[src/rtl/mem_map_pkg.sv]
// Shared memory-map definitions for the CPU load/store decode paths.
// Holds the serial-port register addresses, the 3-bit target index and the
// store-side FSM state type. Both decode directions import this package.
package mem_map_pkg;

  // Serial port register addresses (status registers are read-only).
  localparam logic [15:0] MM_SERIAL1_DATA_ADDR  = 16'hBF00;
  localparam logic [15:0] MM_SERIAL1_STATE_ADDR = 16'hBF01;
  localparam logic [15:0] MM_SERIAL2_DATA_ADDR  = 16'hBF02;
  localparam logic [15:0] MM_SERIAL2_STATE_ADDR = 16'hBF03;

  // Target index: bit1 = serial, bit2 = port 2, bit0 = status register.
  localparam logic [2:0] TGT_RAM        = 3'b000;
  localparam logic [2:0] TGT_SER1_DATA  = 3'b010;
  localparam logic [2:0] TGT_SER1_STATE = 3'b011;
  localparam logic [2:0] TGT_SER2_DATA  = 3'b110;
  localparam logic [2:0] TGT_SER2_STATE = 3'b111;

  typedef enum logic [2:0] {
    WR_IDLE,
    WR_SETUP,
    WR_PULSE,
    WR_HOLD,
    WR_ACK
  } wrState_e;

  // Map an address to its target index; anything not a serial register is RAM.
  function automatic logic [2:0] decodeTarget(
    input logic [15:0] addr,
    input logic [15:0] s1Data,
    input logic [15:0] s1State,
    input logic [15:0] s2Data,
    input logic [15:0] s2State
  );
    logic [2:0] tgt;
    tgt = TGT_RAM;
    if (addr == s1Data)       tgt = TGT_SER1_DATA;
    else if (addr == s1State) tgt = TGT_SER1_STATE;
    else if (addr == s2Data)  tgt = TGT_SER2_DATA;
    else if (addr == s2State) tgt = TGT_SER2_STATE;
    return tgt;
  endfunction

endpackage

[src/rtl/serial_tx_queue.sv]
// Byte transmit queue feeding one UART transmitter, with its launch strobe.
// Latency: a byte pushed into an empty queue is strobed out two edges later at
// the earliest. Backpressure: full blocks pushes; txBusy and a guard cycle after
// each strobe block pops.
// Ports: clk/rst; pushVld/pushDat (push, ignored when full); full;
//        txBusy (transmitter shifting); txData/txStart (launch); txIdle (status).
module serial_tx_queue #(
  parameter int DEPTH = 4
) (
  input  logic       clk,
  input  logic       rst,
  input  logic       pushVld,
  input  logic [7:0] pushDat,
  output logic       full,
  input  logic       txBusy,
  output logic [7:0] txData,
  output logic       txStart,
  output logic       txIdle
);

  localparam int PW = $clog2(DEPTH);
  localparam logic [PW:0] FULL_CNT = (PW + 1)'(DEPTH);

  logic [7:0]    mem [DEPTH];
  logic [PW-1:0] wrPtr;
  logic [PW-1:0] rdPtr;
  logic [PW:0]   count;
  logic          doPush;
  logic          popEn;

  assign full   = (count == FULL_CNT);
  assign doPush = pushVld && !full;
  // A strobe this cycle blocks the next pop: the transmitter only raises
  // txBusy one cycle after it sees txStart.
  assign popEn  = (count != '0) && !txBusy && !txStart;
  assign txIdle = (count == '0) && !txBusy;

  always_ff @(posedge clk) begin
    if (rst) begin
      wrPtr   <= '0;
      rdPtr   <= '0;
      count   <= '0;
      txStart <= 1'b0;
      txData  <= 8'h00;
    end else begin
      if (doPush) begin
        mem[wrPtr] <= pushDat;
        wrPtr      <= wrPtr + 1'b1;
      end
      if (popEn) begin
        rdPtr  <= rdPtr + 1'b1;
        txData <= mem[rdPtr];
      end
      txStart <= popEn;
      case ({doPush, popEn})
        2'b10:   count <= count + 1'b1;
        2'b01:   count <= count - 1'b1;
        default: count <= count;
      endcase
    end
  end

endmodule

[src/rtl/mem_write_dispatch.sv]
// Store-side address decode: routes CPU stores to SRAM or a serial TX queue.
// Latency: serial/status stores ack the next cycle; SRAM stores ack after
// WE_CYCLES+3 cycles. Backpressure: a store to a full queue is held unacked.
// Ports: clk/rst; wr_req/wr_addr/wr_data/wr_ack (CPU store handshake); busy;
//        ram_addr/ram_wdata/ram_wdata_oe/ram_we_n (SRAM pins);
//        uartN_tx_data/_start/_busy/_idle (transmitters 1 and 2).
module mem_write_dispatch
  import mem_map_pkg::*;
#(
  parameter int          WE_CYCLES          = 2,
  parameter int          TXQ_DEPTH          = 4,
  parameter logic [15:0] SERIAL1_DATA_ADDR  = MM_SERIAL1_DATA_ADDR,
  parameter logic [15:0] SERIAL1_STATE_ADDR = MM_SERIAL1_STATE_ADDR,
  parameter logic [15:0] SERIAL2_DATA_ADDR  = MM_SERIAL2_DATA_ADDR,
  parameter logic [15:0] SERIAL2_STATE_ADDR = MM_SERIAL2_STATE_ADDR
) (
  input  logic        clk,
  input  logic        rst,
  input  logic        wr_req,
  input  logic [15:0] wr_addr,
  input  logic [15:0] wr_data,
  output logic        wr_ack,
  output logic        busy,
  output logic [15:0] ram_addr,
  output logic [15:0] ram_wdata,
  output logic        ram_wdata_oe,
  output logic        ram_we_n,
  output logic [7:0]  uart1_tx_data,
  output logic        uart1_tx_start,
  input  logic        uart1_tx_busy,
  output logic        uart1_tx_idle,
  output logic [7:0]  uart2_tx_data,
  output logic        uart2_tx_start,
  input  logic        uart2_tx_busy,
  output logic        uart2_tx_idle
);

  localparam int WCW = $clog2(WE_CYCLES + 1);

  wrState_e       state;
  logic [WCW-1:0] weCnt;
  logic [2:0]     target;
  logic           q1Full;
  logic           q2Full;
  logic           push1;
  logic           push2;

  assign target = decodeTarget(wr_addr, SERIAL1_DATA_ADDR, SERIAL1_STATE_ADDR,
                               SERIAL2_DATA_ADDR, SERIAL2_STATE_ADDR);

  // Pushes happen on the decode edge itself; the FSM moves to ACK alongside.
  assign push1 = (state == WR_IDLE) && wr_req && (target == TGT_SER1_DATA) && !q1Full;
  assign push2 = (state == WR_IDLE) && wr_req && (target == TGT_SER2_DATA) && !q2Full;

  always_ff @(posedge clk) begin
    if (rst) begin
      state        <= WR_IDLE;
      weCnt        <= '0;
      wr_ack       <= 1'b0;
      busy         <= 1'b0;
      ram_addr     <= 16'h0000;
      ram_wdata    <= 16'h0000;
      ram_wdata_oe <= 1'b0;
      ram_we_n     <= 1'b1;
    end else begin
      wr_ack <= 1'b0;
      case (state)
        WR_IDLE: begin
          if (wr_req) begin
            case (target)
              TGT_SER1_DATA: begin
                if (!q1Full) begin
                  state  <= WR_ACK;
                  wr_ack <= 1'b1;
                end
              end
              TGT_SER2_DATA: begin
                if (!q2Full) begin
                  state  <= WR_ACK;
                  wr_ack <= 1'b1;
                end
              end
              // Status registers are read-only: swallow the write.
              TGT_SER1_STATE, TGT_SER2_STATE: begin
                state  <= WR_ACK;
                wr_ack <= 1'b1;
              end
              default: begin
                state        <= WR_SETUP;
                ram_addr     <= wr_addr;
                ram_wdata    <= wr_data;
                ram_wdata_oe <= 1'b1;
                ram_we_n     <= 1'b1;
                busy         <= 1'b1;
              end
            endcase
          end
        end
        WR_SETUP: begin
          state    <= WR_PULSE;
          ram_we_n <= 1'b0;
          weCnt    <= WCW'(1);
        end
        WR_PULSE: begin
          // weCnt counts cycles of ram_we_n low already elapsed.
          if (weCnt == WCW'(WE_CYCLES)) begin
            state    <= WR_HOLD;
            ram_we_n <= 1'b1;
          end else begin
            weCnt <= weCnt + 1'b1;
          end
        end
        WR_HOLD: begin
          state        <= WR_ACK;
          wr_ack       <= 1'b1;
          ram_wdata_oe <= 1'b0;
          busy         <= 1'b0;
        end
        // The CPU still holds wr_req during the ack cycle, so no decode here.
        WR_ACK: begin
          state <= WR_IDLE;
        end
        default: begin
          state <= WR_IDLE;
        end
      endcase
    end
  end

  serial_tx_queue #(.DEPTH(TXQ_DEPTH)) uTxq1 (
    .clk    (clk),
    .rst    (rst),
    .pushVld(push1),
    .pushDat(wr_data[7:0]),
    .full   (q1Full),
    .txBusy (uart1_tx_busy),
    .txData (uart1_tx_data),
    .txStart(uart1_tx_start),
    .txIdle (uart1_tx_idle)
  );

  serial_tx_queue #(.DEPTH(TXQ_DEPTH)) uTxq2 (
    .clk    (clk),
    .rst    (rst),
    .pushVld(push2),
    .pushDat(wr_data[7:0]),
    .full   (q2Full),
    .txBusy (uart2_tx_busy),
    .txData (uart2_tx_data),
    .txStart(uart2_tx_start),
    .txIdle (uart2_tx_idle)
  );

endmodule
[config.mk]
export PLATFORM = sky130hd
export DESIGN_NAME = mem_write_dispatch
export DESIGN_NICKNAME = d
export VERILOG_FILES = /design/src/rtl/mem_map_pkg.sv /design/src/rtl/serial_tx_queue.sv /design/src/rtl/mem_write_dispatch.sv
export SDC_FILE = /design/constraint.sdc
export NUM_CORES = 1
export LEC_CHECK = 0
export CAP_MARGIN = 20
export CORE_ASPECT_RATIO = 0.7
export CORE_UTILIZATION = 45
export DETAILED_ROUTE_END_ITERATION = 12
export GPL_TIMING_DRIVEN = 1
export PLACE_DENSITY_LB_ADDON = 0.08
export SYNTH_ARGS = -nofsm -noshare
export SYNTH_HDL_FRONTEND = slang
export SYNTH_HIERARCHICAL = 1
export SYNTH_SLANG_ARGS = --single-unit
[constraint.sdc]
create_clock -name clk -period 4.4 [get_ports clk]
set_clock_uncertainty 0.1 [all_clocks]
set_input_delay 0.44 -clock clk [delete_from_list [all_inputs] [get_ports clk]]
set_output_delay 0.44 -clock clk [all_outputs]
set_load 0.01 [all_outputs]
==> impl_metrics.json <==
{
  "num_vias": 3836,
  "synth_nets": 516,
  "fin_ws_ns": 0.810,
  "dp_hpwl_mm": 8.29,
  "fin_crit_sh": 0.816,
  "synth_adder_area_share": 0.0312,
  "wl_mm": 12.0,
  "synth_edf_count": 64,
  "dr.pass1.iters": 4,
  "maxCapViolations": 0,
  "synth_common_cells": "72 x dfxtp_1, 65 x nand2_1, 64 x edfxtp_1, 32 x a21oi_1, 32 x mux2i_1",
  "synthArstFlopShare": 0,
  "place_ws_ns": 0.384,
  "crit_path_end": "uTxq1/mem[1][3]",
  "clockBufferDepth": 2,
  "reg2reg_depth": 6,
  "track_usage": 0.204,
  "hold_buffers": 0,
  "clk_latency_ns": 0.41,
  "cp-end-kind": "flop",
  "crit_required_ns": 4.35,
  "hold_ws_ns": 0.356,
  "drv_slew": 0,
  "synth.most_common_cell": "dfxtp_1",
  "fp.dieH_um": 96.1,
  "h-tree-depth": 4,
  "crit_buf_inv": 2,
  "finalPower_mw": 3.09,
  "worstPathCellList": "clkdlybuf4s50_1 > or4b_4 > nor4_4 > nand2_1 > nor4_1 > inv_1 > nor3_1 > and2_1",
  "hold_viol_final": 0,
  "rsz0062_at_grt": "false",
  "cts_root_buffer": "clkbuf_16",
  "synth.mux.area_fraction": 0.125,
  "layout-drive-gt1-share": 0.0968,
  "synth.top_cell.area_share": 0.337,
  "synth_area_sq_mm": 0.00570,
  "cp_num_cells": 8,
  "setup_viol": 0,
  "first_iter_violations": 191,
  "wl_per_cell_um": 16.6,
  "critical_path.slowest_cell": "or4b_4",
  "start_util": 0.474,
  "cp.arrival_ns": 3.54,
  "tritoncts": "yes",
  "antenna_found_initial": 0,
  "max_freq_mhz": 279,
  "startpoint": "wr_addr[14]",
  "area_growth_pct": 27.7,
  "core_area_sq_mm": 0.0120,
  "status": "completed",
  "postSynthAreaPerCell_sq_um": 12.2,
  "cts_made_buffers": 17,
  "critPathLaunchType": "input pin",
  "seqCellArea_sq_mm": 0.00336,
  "postCtsSetupRepairBufs": 0,
  "crit_path_max_incr_delay_ns": 0.57,
  "synth_ff_type": "dfxtp_1",
  "viasPerCell": 5.29,
  "synth_compound_area_frac": 0.0687,
  "finalSetupTns_ns": 0,
  "nets": 605,
  "synth_area_leaders": "edfxtp_1 34%, dfxtp_1 25%, mux2i_1 5.6%",
  "io_pins": 93,
  "multi_input_area_sq_mm": 0.00205,
  "clock_sinks": 136,
  "chipWidth_um": 136,
  "rows": 33,
  "tightest_slew_ns": 0.967,
  "worstSetupPathType": "in -> reg",
  "cp_top_family": "simple AND/OR/NAND/NOR gates",
  "ir_drop_mv": 0.287,
  "synth_xor_area_frac": 0.00769,
  "power_density_mw_per_mm2": 424,
  "nFillCells": 938,
  "r2r_start": "state[1]",
  "yosysTopAreaCell": "edfxtp_1",
  "dieArea_sq_mm": 0.0131,
  "synth_top_family_by_area": "simple AND/OR/NAND/NOR gates",
  "overflow": 0,
  "place.gp.congestion": 0.752,
  "synthSimpleGateAreaFrac": 0.126,
  "grt_start_max_net_pins": 64,
  "slew_headroom": 0.354,
  "worstHoldPathCells": 2,
  "r2r-end": "uTxq1/mem[1][3]",
  "postRouteAntennaNets": 0,
  "yosys.cell_types.count": 53,
  "antenna_cells": 0,
  "clk_pin_slew_ns": 0.06,
  "synth-seq-area-share": 0.590,
  "grt_pass1_wl_mm": 19.6,
  "route.detailed.drc": 0,
  "synth-seq-cells": 136,
  "grt_pass1_vias": 3804,
  "fin_util": 0.605,
  "synth_warnings": 6,
  "leakage_nw": 2.52,
  "numPortBuffers": 92,
  "syn_inst": 466,
  "fin_crit_ns": 3.59,
  "crit_fanout": 8,
  "hold_class": "reg -> reg",
  "cts_resized": 0,
  "reg2reg_slack_ns": 1.25
}
metrics by stage:
| stage | cells | cell area [sq um] |
|---|---|---|
| 4_1_cts | 723 | 7260 |
| 2_1_floorplan | 466 | 5700 |
| 3_3_place_gp | 691 | 6640 |
| 6_report | 725 | 7270 |
| 3_5_place_dp | 691 | 6640 |
| 5_1_grt | 725 | 7270 |
logic make-up after synthesis:
logic type	Yosys count
buffers and inverters	50
AO/OA/AOI/OAI	69
flip-flops	136
multiplexers	48
AND/OR/NAND/NOR	145
adder cells (fa/ha/maj)	13
XOR/XNOR	5
placed cells by master, fill, tap and decap left out, drive strengths merged, types with 5 or more instances in the layout:
master	count
clkdlybuf4s50	92
dfxtp	72
nand2	65
edfxtp	64
mux2i	32
a21oi	32
o21ai	26
nand3	22
inv	22
clkbuf	22
nor2	16
mux4	16
ha	11
nor3	8
and2	8
or3	8
clkinv	5
worst min-delay path, cell delays in order (launching register included):
cell     delay [ns]
dfxtp_1        0.31
nand2_1        0.05
mux2i_1        0.05
final cells by class:
type | count | share of cell area
Inverter | 22 | 0.0117
Multi-Input combinational cell | 280 | 0.281
Timing Repair Buffer | 98 | 0.132
Clock inverter | 12 | 0.0237
Clock buffer | 20 | 0.0614
Sequential cell | 136 | 0.462
Tap cell | 157 | 0.0270
power by group:
group | internal (mW) | total (mW) | leakage, nW | switching [mW]
clock network | 0.962 | 1.49 | 0.292 | 0.526
registers | 1.35 | 1.38 | 1.16 | 0.0211
logic | 0.118 | 0.224 | 1.06 | 0.107
total | 2.43 | 3.09 | 2.52 | 0.654
worst min-delay path by stage:
stage,startpoint,endpoint,slack [ns]
floorplan,ram_addr[3],ram_addr[3],0.37
global placement,ram_wdata[11],ram_wdata[11],0.34
detailed placement,ram_addr[3],ram_addr[3],0.34
CTS,ram_addr[3],ram_addr[3],0.35
global route,ram_addr[13],ram_addr[13],0.38
finish,ram_wdata[12],ram_wdata[12],0.36
sequential cells by signal, summed over array words and instances, names as in the netlist, 3 cells and up:
register	cells
ram_addr	16
ram_wdata	16
state	3
uTxq1/count	3
uTxq1/mem	32
uTxq1/txData	8
uTxq2/count	3
uTxq2/mem	32
uTxq2/txData	8
layer usage:
metal  part of all wire  vias to the layer above  track usage
li1                   -                     1858            -
met1               0.47                     1852        0.265
met4              0.018                        0       0.0880
met2               0.44                      109        0.306
met3              0.074                       17       0.0774
met5                  0                        -            0
(Power assumes the default switching activity.)
